==> src/rtl/db_responder.sv <==
// Memory-side responder for the RK8E single-cycle data-break handshake.
// Holds the CPU and performs one write, read, or read-increment-write per break.
module db_responder #(
  parameter int unsigned READ_LAT = 1
) (
  input  logic        clk,
  input  logic        reset,
  input  logic        data_break,
  input  logic        to_disk,
  input  logic        inc_mode,
  input  logic [0:14] dmaAddr,
  input  logic [0:11] dmaDOUT,
  output logic [0:11] dmaDIN,
  output logic        break_in_prog,
  output logic        break_done,
  output logic        inc_ovf,
  input  logic        grant_ok,
  output logic        cpu_hold,
  output logic [0:14] mem_addr,
  output logic [0:11] mem_wdata,
  output logic        mem_we,
  output logic        mem_re,
  input  logic [0:11] mem_rdata
);

  typedef enum logic [2:0] {IDLE, WAIT, ACCESS, RD_WAIT, INC, DONE} state_t;

  localparam logic [1:0] LAST = 2'(READ_LAT - 1);

  state_t      state, state_nxt;
  logic        req_rd, req_rd_nxt;
  logic        req_inc, req_inc_nxt;
  logic [1:0]  cnt, cnt_nxt;
  logic [0:11] din_nxt, wdata_nxt;
  logic [0:14] addr_nxt;
  logic        we_nxt, re_nxt, done_nxt, ovf_nxt, busy_nxt;

  always_ff @(posedge clk) begin
    if (reset) begin
      state         <= IDLE;
      req_rd        <= 1'b0;
      req_inc       <= 1'b0;
      cnt           <= '0;
      dmaDIN        <= '0;
      mem_addr      <= '0;
      mem_wdata     <= '0;
      mem_we        <= 1'b0;
      mem_re        <= 1'b0;
      break_done    <= 1'b0;
      inc_ovf       <= 1'b0;
      break_in_prog <= 1'b0;
      cpu_hold      <= 1'b0;
    end else begin
      state         <= state_nxt;
      req_rd        <= req_rd_nxt;
      req_inc       <= req_inc_nxt;
      cnt           <= cnt_nxt;
      dmaDIN        <= din_nxt;
      mem_addr      <= addr_nxt;
      mem_wdata     <= wdata_nxt;
      mem_we        <= we_nxt;
      mem_re        <= re_nxt;
      break_done    <= done_nxt;
      inc_ovf       <= ovf_nxt;
      break_in_prog <= busy_nxt;
      cpu_hold      <= busy_nxt;
    end
  end

  // Outputs are registered, so each one is computed for the state being entered.
  always_comb begin
    state_nxt   = state;
    req_rd_nxt  = req_rd;
    req_inc_nxt = req_inc;
    cnt_nxt     = cnt;
    din_nxt     = dmaDIN;
    addr_nxt    = mem_addr;
    wdata_nxt   = mem_wdata;
    we_nxt      = 1'b0;
    re_nxt      = 1'b0;
    done_nxt    = 1'b0;
    ovf_nxt     = inc_ovf;

    unique case (state)
      IDLE: begin
        if (data_break) begin
          addr_nxt    = dmaAddr;
          wdata_nxt   = dmaDOUT;
          req_rd_nxt  = to_disk | inc_mode;
          req_inc_nxt = inc_mode;
          ovf_nxt     = 1'b0;
          if (grant_ok) begin
            state_nxt = ACCESS;
            re_nxt    = to_disk | inc_mode;
            we_nxt    = ~(to_disk | inc_mode);
          end else begin
            state_nxt = WAIT;
          end
        end
      end
      WAIT: begin
        if (!data_break) begin
          state_nxt = IDLE;
        end else if (grant_ok) begin
          state_nxt = ACCESS;
          re_nxt    = req_rd;
          we_nxt    = ~req_rd;
        end
      end
      ACCESS: begin
        if (req_rd) begin
          state_nxt = RD_WAIT;
          cnt_nxt   = '0;
        end else begin
          state_nxt = DONE;
          done_nxt  = 1'b1;
        end
      end
      RD_WAIT: begin
        if (cnt == LAST) begin
          din_nxt = mem_rdata;
          if (req_inc) begin
            state_nxt = INC;
            we_nxt    = 1'b1;
            wdata_nxt = mem_rdata + 12'd1;
            ovf_nxt   = (mem_rdata == 12'o7777);
          end else begin
            state_nxt = DONE;
            done_nxt  = 1'b1;
          end
        end else begin
          cnt_nxt = cnt + 2'd1;
        end
      end
      INC: begin
        state_nxt = DONE;
        done_nxt  = 1'b1;
      end
      DONE: state_nxt = IDLE;
      default: state_nxt = IDLE;
    endcase

    busy_nxt = (state_nxt != IDLE);
  end

endmodule

==> config.mk <==
export PLATFORM = sky130hd
export DESIGN_NAME = db_responder
export DESIGN_NICKNAME = d
export VERILOG_FILES = /design/src/rtl/db_responder.sv
export SDC_FILE = /design/constraint.sdc
export NUM_CORES = 1
export LEC_CHECK = 0
export ABC_AREA = 0
export CORE_MARGIN = 3
export CORE_UTILIZATION = 38
export CTS_CLUSTER_DIAMETER = 40
export DETAILED_ROUTE_END_ITERATION = 10
export PLACE_DENSITY = 0.76
export SETUP_SLACK_MARGIN = 0.5
export SYNTH_ARGS = -nofsm -noshare
export SYNTH_HDL_FRONTEND = slang
export SYNTH_SLANG_ARGS = --single-unit
==> constraint.sdc <==
create_clock -name clk -period 1.5 [get_ports clk]
set_input_delay 0.15 -clock clk [delete_from_list [all_inputs] [get_ports clk]]
set_output_delay 0.15 -clock clk [all_outputs]
set_load 0.03 [all_outputs]
== Yosys cells after proc, flatten, opt, wreduce, memory -nomap -nowiden ==
Cells that the tools add are included.
Cells by class
  reductions and logical operators: 9
  add/subtract/negate cells: 2
  equality and inequality tests: 10
  muxes and demuxes: 35
  bitwise gates (word level): 3
Operator list (count)
  12-bit 2-to-1 mux: 3
  12-bit one-hot mux with 2 select lines: 1
  1-bit 2-to-1 mux: 17
  3-bit 2-to-1 mux: 5
  3-bit one-hot mux with 5 select lines: 1
  12-bit by 1-bit adder with 12-bit output, second input constant: 1
  12-bit == test, second input constant: 1
  2-bit inequality test, second input constant: 5
  3-bit by 2-bit == test with 1-bit output, second input constant: 2
  2-bit 2-to-1 mux: 3
  1-bit one-hot mux with 3 select lines: 2
  1-bit one-hot mux with 2 select lines: 2
  2-bit one-hot mux with 2 select lines: 1
  2-bit AND reduction: 2
  4-bit AND reduction: 1
  2-bit nonzero test: 2
  3-bit by 1-bit == test with 1-bit output, second input constant: 1
  3-bit == test, second input constant: 1
  3-bit logical NOT: 1
  3-bit AND reduction: 1
  3-bit nonzero test: 1
  2-bit by 1-bit adder with 2-bit output, second input constant: 1
  2-bit logical NOT: 1
  1-bit NOT: 2
  1-bit OR: 1
Storage, ports and cells
  output and inout bits: 45
  input bits: 45
  bits in registers: 51
  logic and storage cells: 71

== Depth between registers and ports, before layout ==
Gate-level depths: netlist of the first run.
  depth in word-level cells: 5
  gate-level depth with buffers: 8
  mapped depth without buffers: 6

== Worst setup path after synthesis of the first run ==
No wires, ideal clock.
  path type: register -> register
  from: reg cnt[0]
  to: reg mem_wdata[1] (netlist name)
  path buffers: 2
  data arrival time: 1462 ps
  clock period less this slack: 1529 ps
  data required time: 1433 ps
  setup time: 67 ps
  slack: -29 ps
  cell stages (with the launch flop): 9
  cells stage by stage: dfxtp_1 -> inv_1 -> ha_1 -> nand4_1 -> a21o_1 -> buf_2 -> clkbuf_1 -> nand2_1 -> a21oi_2
Between the ends
  word-level cells in the longest chain between the ends: 3
Ends and longest elaborated chain
  start, declared: line 33  | logic [1:0] cnt, cnt_nxt;
  start signal, assigned: line 57  | cnt <= cnt_nxt;
  2-bit logical NOT: line 120  | if (cnt == LAST) begin
  2-bit inequality test (no line)
  4-bit AND reduction (no line)
  end signal, assigned: line 60  | mem_wdata <= wdata_nxt;
  end, declared: line 20  | output logic [0:11] mem_wdata,
Every way passes these cells.
A chain may end at the register's enable or synchronous reset.

== Final worst setup path of the first run ==
  from: reg state[1]
  to: reg mem_wdata[5] (netlist name)
Between the ends
  word-level cells in the longest chain between the ends: 3
  elaborated cells on any way between the ends: 8
  those cells by class: 4 x eq/ne; 1 x mux; 3 x reduce/logical
Ends and longest elaborated chain
  start, declared: line 30  | state_t state, state_nxt;
  start signal, assigned: line 54  | state <= state_nxt;
  3-bit by 2-bit == test with 1-bit output / 3-bit logical NOT (equally long branches): line 84  | unique case (state)
  2-bit inequality test (no line) / 2-bit nonzero test (equally long branches)
  4-bit AND reduction (no line)
Several ways; a longest one is shown, not always the timed one.

==> flow_metrics.py, run 1 <==
metrics = {
    "outcome": {
        "status": "finished with violations",
        "violations": "setup timing",
    },
    "critical_path": {
        "max_stage_delay_ns": 0.40,
        "arrival_ns": 1.79,
        "cp_slowest_cell": "or3b_4",
        "endpoint_kind": "register",
        "path_max_fanout": 15,
        "crit_required_ns": 1.76,
        "critPathKind": "register to register",
        "startpoint_type": "register",
        "crit_chain": "or3b_4 > a21o_4 > a311o_1 > a21oi_2",
    },
    "clocking": {
        "clock_path_buffers": 2,
        "htreeDepth": 2,
        "cts_root_buffer": "clkbuf_8",
        "cts_buffers": 5,
        "hold_buffers": 0,
        "clkLatencyLatePin_ns": 0.32,
        "clk_pin_slew_ns": 0.10,
        "clock_sinks": 51,
        "cts_tree": "built",
    },
    "timing": {
        "finalMaxSlewViolations": 0,
        "setup_viol": 7,
        "worst_pin_slew_ns": 0.3186,
        "final.min_clock_period_ns": 1.534,
        "rsz0062_at_grt": "true",
        "hold_viol": 0,
        "finClkSkew_ns": 0.007933,
        "setup_slack_ns": -0.03373,
        "relSlewSlack_pct": 78.70,
        "max_freq_mhz": 652.0,
        "fin_crit_sh_pct": 102.2,
        "hold_slack_ns": 0.1444,
    },
    "route": {
        "post-route-drc-count": 0,
        "drt_pass1_iterations": 4,
        "wl_mm": 8.317,
        "vias": 2711,
        "ant_nets": 0,
        "vias_per_cell": 5.368,
        "drt_iter0_drc": 116,
        "wl_per_cell_um": 16.47,
    },
    "power_and_ir_drop": {
        "internal_power_uw": 2644,
        "ir_drop_mv": 0.4957,
        "p_sw_share_pct": 29.22,
        "p_per_area_nw_per_um2": 864.5,
        "seqPwrFrac_pct": 40.3,
        "power.total_uw": 3735,
        "leakagePower_uw": 0.001745,
        "p_clk_share_pct": 31.7,
        "power.switching_uw": 1091,
        "p_comb_share_pct": 28.0,
    },
    "run": {
        "cap_violations": 0,
    },
    "final_layout": {
        "n_fill_cell": 378,
        "utilization_pct": 76.58,
        "fin_nets": 480,
        "antenna_cells": 0,
        "design_area_um2": 4320,
        "multiInputGateArea_um2": 1483,
        "drive_gt1_share_pct": 53.35,
        "syn_to_final_growth_pct": 91.41,
        "seq_area_um2": 1061,
    },
    "global_route": {
        "grt_pass1_wl_mm": 12.57,
        "grt_max_degree": 18,
        "grt_use_total_pct": 22.16,
        "met2_usage_pct": 38.63,
        "grt_pass1_vias": 2631,
        "top_usage_layer": "met2",
        "grt_antenna_before_repair": 0,
        "gr-usage-met1_pct": 26.18,
        "gr-total-overflow": 0,
        "grtUsageMet3_pct": 5.556,
    },
    "synth": {
        "ys_warn_count": 0,
        "syn_area_um2": 2257,
        "synth.avg_cell_area_um2": 7.920,
        "synthDistinctLibCells": 45,
        "ys_ff_latch": 51,
        "ys_seq_area_share_pct": 45.23,
        "syn_nets": 333,
        "synth_flop_cell": "dfxtp_1",
        "synthCells": 285,
        "synth_edf_count": 0,
        "ys_async_sr_fraction_pct": 0,
    },
    "floorplanning": {
        "ios": 90,
        "rows": 27,
        "fp.dieH_um": 83.07,
        "initial_core_util_pct": 40.01,
        "die_width_um": 83.07,
        "die_area_um2": 6901,
        "fp.coreArea_um2": 5642,
    },
    "placed_design": {
        "pre_cts_slack_ns": -0.5088,
        "port_buffers": 89,
        "place_area_um2": 3523,
        "dp_hpwl_mm": 4.977,
        "gp_congestion": 0.9016,
    },
    "min_path": {
        "hold_path.class": "input pin to register",
    },
}
-- cell type report --
cell class              instances  area share [%]
inverters                       5          0.4344
well taps                      72           2.085
flip-flops and latches         51           24.56
repair buffers                155           35.36
clock buffers                   5           1.593
multi-input cells             214           34.32
clock inverters                 3           1.651
-- layout by cell type, fill, tap and decap left out, types with 3 or more instances in the layout --
cell type	n
dlygate4sd2_1	4
nand2_2	22
dlymetal6s2s_1	6
dfxtp_2	32
nand3b_1	4
dfxtp_1	19
o21ai_0	3
clkdlybuf4s50_1	33
buf_4	67
a21oi_1	22
nor3_1	4
buf_6	33
or3_1	5
clkbuf_8	5
inv_1	3
a21oi_2	21
nand2_1	53
nor2_1	13
nand4_1	7
nor2_4	3
a311o_1	5
nand3_4	3
xnor2_1	3
buf_12	4
-- what timing repair did --
action,CTS,global route
gates resized for setup,318,119
setup buffers,10,9
pin swaps,11,35
gates cloned,5,1
setup endpoints to repair,96,90
-- power by group through the flow --
stage | Combinational [uW] | Sequential, uW | Clock (uW)
3_3_place_gp | 839 | 1510 | 0
4_1_cts | 918 | 1480 | 1190
3_5_place_dp | 848 | 1510 | 0
5_1_grt | 1110 | 1510 | 1260
6_report | 1050 | 1510 | 1180
2_1_floorplan | 296 | 1640 | 0
-- registers in the layout, indices dropped and copies added (netlist names) --
signal,flops
cnt,2
mem_we,1
mem_wdata,12
cpu_hold,1
req_rd,1
break_done,1
mem_addr,15
state,3
mem_re,1
inc_ovf,1
req_inc,1
dmaDIN,12
-- routing by layer --
metal | share of wire (%) | routed length (um)
met1 | 40 | 3351
met2 | 50 | 4176
met3 | 6.9 | 572
met4 | 2.6 | 217
met5 | 0 | 0
-- path summary, 6_finish.rpt --
| path | start | to | slack, ns | depth (start not counted) |
|---|---|---|---|---|
| hold reg to reg | mem_addr[12] | mem_addr[12] | 0.46 | 2 |
| hold / removal | reset | cnt[1] | 0.14 | 2 |
| setup / recovery | state[1] | mem_wdata[5] | -0.03 | 4 |
| setup reg to reg | state[1] | mem_wdata[5] | -0.03 | 4 |
-- worst max-delay path: cells and delay by family, from the launching register on --
family / cells / cell delay, ns
AO/OA/AOI/OAI: 3 / 0.74
flip-flops: 1 / 0.34
AND/OR/NAND/NOR: 1 / 0.40
-- synth_stat cells, types with 2 or more instances --
master,n,area [um^2]
ha_1,3,37.54
nor3_1,6,30.03
a311o_1,5,50.05
nand3b_1,4,30.03
xnor2_1,3,26.28
buf_2,7,35.03
nor2_1,18,67.56
nand3_1,3,15.01
clkbuf_1,9,33.78
a211o_1,2,17.52
o31ai_1,2,15.01
inv_1,5,18.77
a21oi_1,42,210.2
or4_1,2,15.01
nand2_1,77,289.0
mux2i_1,2,20.02
dfxtp_1,51,1021
o21ai_0,6,30.03
and2_1,2,12.51
nand4_1,7,43.79
or3_1,5,31.28
-- metrics by stage --
step / std cells / TNS, ns
2_1_floorplan: 285 / 0
3_3_place_gp: 472 / -4.758
3_5_place_dp: 472 / -5.605
4_1_cts: 495 / -0.01985
5_1_grt: 505 / -0.3274
6_report: 505 / -0.1213
-- kinds of logic after synthesis --
family | synth area share (%)
flip-flops | 45.23
XOR/XNOR | 1.552
AND/OR/NAND/NOR | 28.60
AO/OA/AOI/OAI | 17.85
buffers and inverters | 4.213
adder cells (fa/ha/maj) | 1.663
multiplexers | 0.8870
Note: power is estimated with default switching activity, not from simulation.
==> run 2: changes to the inputs <==
--- a/config.mk
+++ b/config.mk
@@ -10,7 +10,7 @@
 export CORE_UTILIZATION = 38
 export CTS_CLUSTER_DIAMETER = 40
 export DETAILED_ROUTE_END_ITERATION = 10
-export PLACE_DENSITY = 0.76
+export PLACE_DENSITY = 0.74
 export SETUP_SLACK_MARGIN = 0.5
 export SYNTH_ARGS = -nofsm -noshare
 export SYNTH_HDL_FRONTEND = slang
==> constraint.sdc (replaced) <==
create_clock -name clk -period 1.9 [get_ports clk]
set_input_delay 0.19 -clock clk [delete_from_list [all_inputs] [get_ports clk]]
set_output_delay 0.19 -clock clk [all_outputs]
set_load 0.03 [all_outputs]
==> flow_metrics.py, run 2 (same netlist as run 1, synthesis figures left out) <==
metrics = {
    "power_and_ir_drop": {
        "ir_drop_mv": 0.3988,
        "leakagePower_uw": 0.001528,
        "p_per_area_nw_per_um2": 685.1,
        "p_sw_share_pct": 30.21,
        "p_clk_share_pct": 28.0,
        "seqPwrFrac_pct": 47.1,
        "power.switching_uw": 756.0,
        "p_comb_share_pct": 24.9,
        "internal_power_uw": 1746,
    },
    "timing": {
        "finClkSkew_ns": 0.002594,
        "setup_viol": 0,
        "relSlewSlack_pct": 69.64,
        "setup_slack_ns": 0.3222,
        "rsz0062_at_grt": "true",
        "tns_ns": 0,
        "finalMaxSlewViolations": 0,
        "final.min_clock_period_ns": 1.578,
        "worst_pin_slew_ns": 0.4554,
        "hold_viol": 0,
        "max_freq_mhz": 633.8,
        "fin_crit_sh_pct": 83.04,
    },
    "clocking": {
        "clock_path_buffers": 2,
        "htreeDepth": 2,
        "clock_sinks": 51,
        "cts_tree": "built",
        "cts_buffers": 5,
        "clkLatencyLatePin_ns": 0.31,
        "clk_pin_slew_ns": 0.09,
        "cts_root_buffer": "clkbuf_8",
    },
    "route": {
        "drt_pass1_iterations": 4,
        "wl_per_cell_um": 14.18,
        "vias_per_cell": 5.168,
        "wl_mm": 6.735,
        "post-route-drc-count": 0,
        "drt_iter0_drc": 155,
        "vias": 2455,
        "ant_nets": 0,
    },
    "min_path": {
        "hold_path.class": "input pin to register",
    },
    "placed_design": {
        "dp_hpwl_mm": 4.707,
        "port_buffers": 89,
        "gp_congestion": 0.8548,
        "place_area_um2": 3353,
        "pre_cts_slack_ns": -0.1087,
        "dp_cells": 453,
    },
    "final_layout": {
        "fin_nets": 450,
        "antenna_cells": 0,
        "largest_reg_flops": 15,
        "most-common-layout-cells": "nand2_1, dlygate4sd2_1, dfxtp_1",
        "layout.cells.most_common": "nand2_1",
        "final_cells": 475,
        "utilization_pct": 64.74,
        "syn_to_final_growth_pct": 61.81,
        "top_regs": "mem_addr: 15 flops, dmaDIN: 12 flops, mem_wdata: 12 flops",
        "regMostFlops": "mem_addr",
        "drive_gt1_share_pct": 20.60,
        "design_area_um2": 3652,
    },
    "critical_path": {
        "path_max_fanout": 5,
        "cp_top_family": "compound AO/OA/AOI/OAI gates",
        "crit_chain": "inv_2 > ha_4 > nand4_1 > a21o_4 > a311o_1 > a21oi_2",
        "crit_required_ns": 2.14,
        "critPathKind": "register to register",
        "cp_num_buf_inv": 1,
        "startpoint_type": "register",
        "cp_slowest_cell": "dfxtp_2",
        "arrival_ns": 1.82,
        "max_stage_delay_ns": 0.33,
        "endpoint_kind": "register",
    },
    "floorplanning": {
        "rows": 27,
        "initial_core_util_pct": 40.01,
        "fp.coreArea_um2": 5642,
        "fp.dieH_um": 83.07,
        "ios": 90,
        "die_width_um": 83.07,
        "die_area_um2": 6901,
    },
    "outcome": {
        "status": "completed",
    },
    "global_route": {
        "gr-total-overflow": 0,
        "grt_pass1_wl_mm": 10.96,
        "grt_use_total_pct": 19.09,
        "grt_antenna_before_repair": 0,
        "grt_max_degree": 23,
        "grt_pass1_vias": 2285,
    },
    "run": {
        "cap_violations": 0,
    },
}
[run 2: changes by cell type in the layout (fill, tap and decap cells not counted), sizes merged]
cell | before | now
clkdlybuf4s50 | 33 | 35
a21o | 1 | 3
dlymetal6s2s | 6 | 0
buf | 109 | 36
inv | 6 | 5
bufinv | 2 | 0
dlygate4sd2 | 4 | 53
clkinvlp | 0 | 1
nand2 | 78 | 77
bufbuf | 1 | 0
[run 2: routing by layer]
metal	up-vias	global-route usage [%]	wire length (um)
met1	1128	25.40	3162
met2	99	29.59	3034
li1	1219	-	-
met4	0	6.389	100
met3	9	5.556	438
met5	-	0	0
[run 2: final timing paths]
| path | start | endpoint | slack, ns | depth (start not counted) |
|---|---|---|---|---|
| worst min register to register | dmaDIN[1] | dmaDIN[1] | 0.45 | 2 |
| worst min-delay path | reset | mem_wdata[7] | 0.32 | 2 |
| worst max register to register | cnt[0] | mem_wdata[4] | 0.32 | 6 |
| worst max-delay path | cnt[0] | mem_wdata[4] | 0.32 | 6 |
[run 2: repair_timing]
item,4_1_cts,5_1_grt
gates resized for setup,78,17
buffers inserted,9,2
pin swaps,14,11
gates cloned,2,1
hold buffers,0,0
endpoints found under the setup margin,75,29
[run 2: final cells by class]
type,count,area (um^2)
multi-input combinational,215,1292
inverter,5,18.77
timing repair buffer,124,1115
sequential,51,1032
clock inverter,1,7.507
tap,72,90.09
fill,484,1989
clock buffer,7,96.34
[run 2: per-stage QoR]
stage	hold slack [ns]	total power, uW
2_1_floorplan	0.2661	1517
3_3_place_gp	0.4416	1813
3_5_place_dp	0.4485	1820
4_1_cts	0.3028	2494
5_1_grt	0.3504	2616
6_report	0.3162	2502
[run 2: worst reg2reg max path, cell delays in order, from the launching register on]
cell and delay (ns):
dfxtp_2 0.33, inv_2 0.08, ha_4 0.13, nand4_1 0.25, a21o_4 0.32, a311o_1 0.29, a21oi_2 0.12
[run 2: power by group through the flow]
stage	clock network, uW	logic [uW]	registers, uW
global route	757	671	1190
detailed placement	0	619	1200
floorplan	0	220	1300
CTS	705	611	1180
global placement	0	613	1200
finish	701	623	1180
==> run 3: changes to the inputs <==
--- a/config.mk
+++ b/config.mk
@@ -10,7 +10,7 @@
 export CORE_UTILIZATION = 38
 export CTS_CLUSTER_DIAMETER = 40
 export DETAILED_ROUTE_END_ITERATION = 10
-export PLACE_DENSITY = 0.74
+export PLACE_DENSITY = 0.76
 export SETUP_SLACK_MARGIN = 0.5
 export SYNTH_ARGS = -nofsm -noshare
 export SYNTH_HDL_FRONTEND = slang
==> constraint.sdc (replaced) <==
create_clock -name clk -period 1.33 [get_ports clk]
set_input_delay 0.133 -clock clk [delete_from_list [all_inputs] [get_ports clk]]
set_output_delay 0.133 -clock clk [all_outputs]
set_load 0.03 [all_outputs]
==> flow_metrics.py, run 3 (same netlist as run 1, synthesis figures left out) <==
metrics = {
    "global_route": {
        "grt_max_degree": 21,
        "grt_pass1_vias": 2734,
        "gr-total-overflow": 0,
        "grt_use_total_pct": 22.90,
        "grt_antenna_before_repair": 0,
        "grt_pass1_wl_mm": 13.03,
    },
    "power_and_ir_drop": {
        "power.switching_uw": 1228,
        "leakagePower_uw": 0.001749,
        "ir_drop_mv": 0.5555,
        "p_per_area_nw_per_um2": 924.7,
        "p_comb_share_pct": 30.2,
        "seqPwrFrac_pct": 42.2,
        "p_sw_share_pct": 30.34,
        "p_clk_share_pct": 27.6,
        "internal_power_uw": 2820,
    },
    "critical_path": {
        "crit_chain": "inv_2 > ha_4 > nand4_1 > buf_4 > a21o_4 > a211o_1 > a21oi_2",
        "r2r_start": "cnt[0]",
        "r2r_end": "mem_wdata[8]",
        "worstRegToRegCells": 7,
        "arrival_ns": 1.87,
        "critPathKind": "register to register",
        "crit_required_ns": 1.57,
        "cp_slowest_cell": "dfxtp_2",
        "path_depth": 7,
        "cp_num_buf_inv": 2,
        "r2r_slack_ns": -0.30,
        "cp_top_family": "compound AO/OA/AOI/OAI gates",
        "path_max_fanout": 6,
        "max_stage_delay_ns": 0.34,
        "endpoint_kind": "register",
        "startpoint_type": "register",
    },
    "final_layout": {
        "n_fill_cell": 369,
        "layout.cells.most_common": "buf_4",
        "antenna_cells": 0,
        "regMostFlops": "mem_addr",
        "final_cells": 517,
        "seq_area_um2": 1082,
        "top_regs": "mem_addr: 15 flops, dmaDIN: 12 flops, mem_wdata: 12 flops",
        "syn_to_final_growth_pct": 93.96,
        "largest_reg_flops": 15,
        "fin_nets": 492,
        "multiInputGateArea_um2": 1455,
        "drive_gt1_share_pct": 57.08,
        "most-common-layout-cells": "buf_4, nand2_1, buf_6",
    },
    "timing": {
        "finClkSkew_ns": 0.008521,
        "setup_viol": 40,
        "finalMaxSlewViolations": 0,
        "worst_pin_slew_ns": 0.2844,
        "relSlewSlack_pct": 81.04,
        "setup_slack_ns": -0.3008,
        "tns_ns": -5.740,
        "rsz0062_at_grt": "true",
        "max_freq_mhz": 613.2,
        "fin_crit_sh_pct": 122.6,
        "final.min_clock_period_ns": 1.631,
        "hold_viol": 0,
    },
    "floorplanning": {
        "die_area_um2": 6901,
        "initial_core_util_pct": 40.01,
        "fp.coreArea_um2": 5642,
        "die_width_um": 83.07,
        "ios": 90,
        "rows": 27,
        "fp.dieH_um": 83.07,
    },
    "clocking": {
        "cts_root_buffer": "clkbuf_8",
        "clk_pin_slew_ns": 0.09,
        "htreeDepth": 2,
        "cts_tree": "built",
        "clkLatencyLatePin_ns": 0.31,
        "cts_buffers": 5,
        "clock_path_buffers": 2,
        "clock_sinks": 51,
    },
    "route": {
        "vias": 2793,
        "wl_per_cell_um": 16.73,
        "drt_pass1_iterations": 4,
        "post-route-drc-count": 0,
        "ant_nets": 0,
        "drt_iter0_drc": 168,
        "wl_mm": 8.649,
        "vias_per_cell": 5.402,
    },
    "run": {
        "cap_violations": 0,
    },
    "placed_design": {
        "port_buffers": 89,
        "dp_cells": 480,
        "pre_cts_slack_ns": -0.6286,
        "gp_congestion": 0.9135,
        "dp_hpwl_mm": 5.290,
    },
    "min_path": {
        "holdPathEnd": "mem_wdata[0]",
        "hold_start": "reset",
        "hold_path.class": "input pin to register",
        "hold_depth": 2,
    },
    "outcome": {
        "violations": "setup timing",
        "status": "finished with violations",
    },
}
-- run 3: cell count changes in the layout (fill, tap and decap cells not counted), sizes merged --
| cell | change |
|---|---|
| a21o | -1 |
| clkdlybuf4s50 | +1 |
| dlygate4sd2 | -46 |
| inv | +1 |
| clkbuf | -2 |
| bufinv | +1 |
| buf | +88 |
-- run 3: metrics by stage --
| stage | util, % | cell area, um^2 | hold WS [ns] | power, uW |
|---|---|---|---|---|
| after detailed placement | 64.20 | 3622 | 0.4479 | 2690 |
| after CTS | 72.83 | 4109 | 0.1177 | 3945 |
| after global placement | 64.20 | 3622 | 0.4411 | 2671 |
| final | 77.60 | 4378 | 0.1380 | 4048 |
| after global routing | 77.60 | 4378 | 0.1363 | 4223 |
| after floorplan | - | 2355 | 0.2091 | 2196 |
-- run 3: power by group through the flow --
stage / registers, uW / clock network (uW) / logic (uW)
2_1_floorplan: 1850 / 0 / 341
3_3_place_gp: 1700 / 0 / 970
3_5_place_dp: 1700 / 0 / 986
4_1_cts: 1700 / 1140 / 1110
5_1_grt: 1720 / 1210 / 1290
6_report: 1710 / 1120 / 1220
-- run 3: what timing repair did --
item,CTS,global route
cloned,3,0
pin swaps,26,27
setup endpoints to repair,96,96
hold buffers,0,0
gates resized for setup,399,50
setup buffers,15,11
-- run 3: final cells by class --
type / count / area share, %
tap: 72 / 2.058
multi-input combinational: 214 / 33.24
timing repair buffer: 167 / 36.92
inverter: 5 / 0.4287
sequential: 51 / 24.72
clock buffer: 5 / 1.572
clock inverter: 3 / 1.057
-- run 3: worst max-delay path by stage --
stage | from | endpoint | slack, ns
global placement | mem_rdata[11] | mem_wdata[1] | -0.59
finish | cnt[0] | mem_wdata[8] | -0.30
detailed placement | mem_rdata[10] | mem_wdata[1] | -0.63
global route | cnt[0] | mem_wdata[7] | -0.37
CTS | state[1] | mem_wdata[2] | -0.17
floorplan | state[0] | mem_wdata[2] | -0.10
-- run 3: routing by layer --
layer	routed length [um]	up-vias	track usage [%]
li1	-	1298	-
met1	3423	1334	27.78
met2	4352	133	39.07
met3	588	28	5.258
met4	284	0	9.064
met5	0	-	0
-- run 3: worst reg2reg max path: cells and delay by family (launching register included) --
family / cells / cell delay, ns
simple gates: 1 / 0.19
fa+ha+maj: 1 / 0.16
buf+inv: 2 / 0.29
compound gates: 3 / 0.59
flops: 1 / 0.34
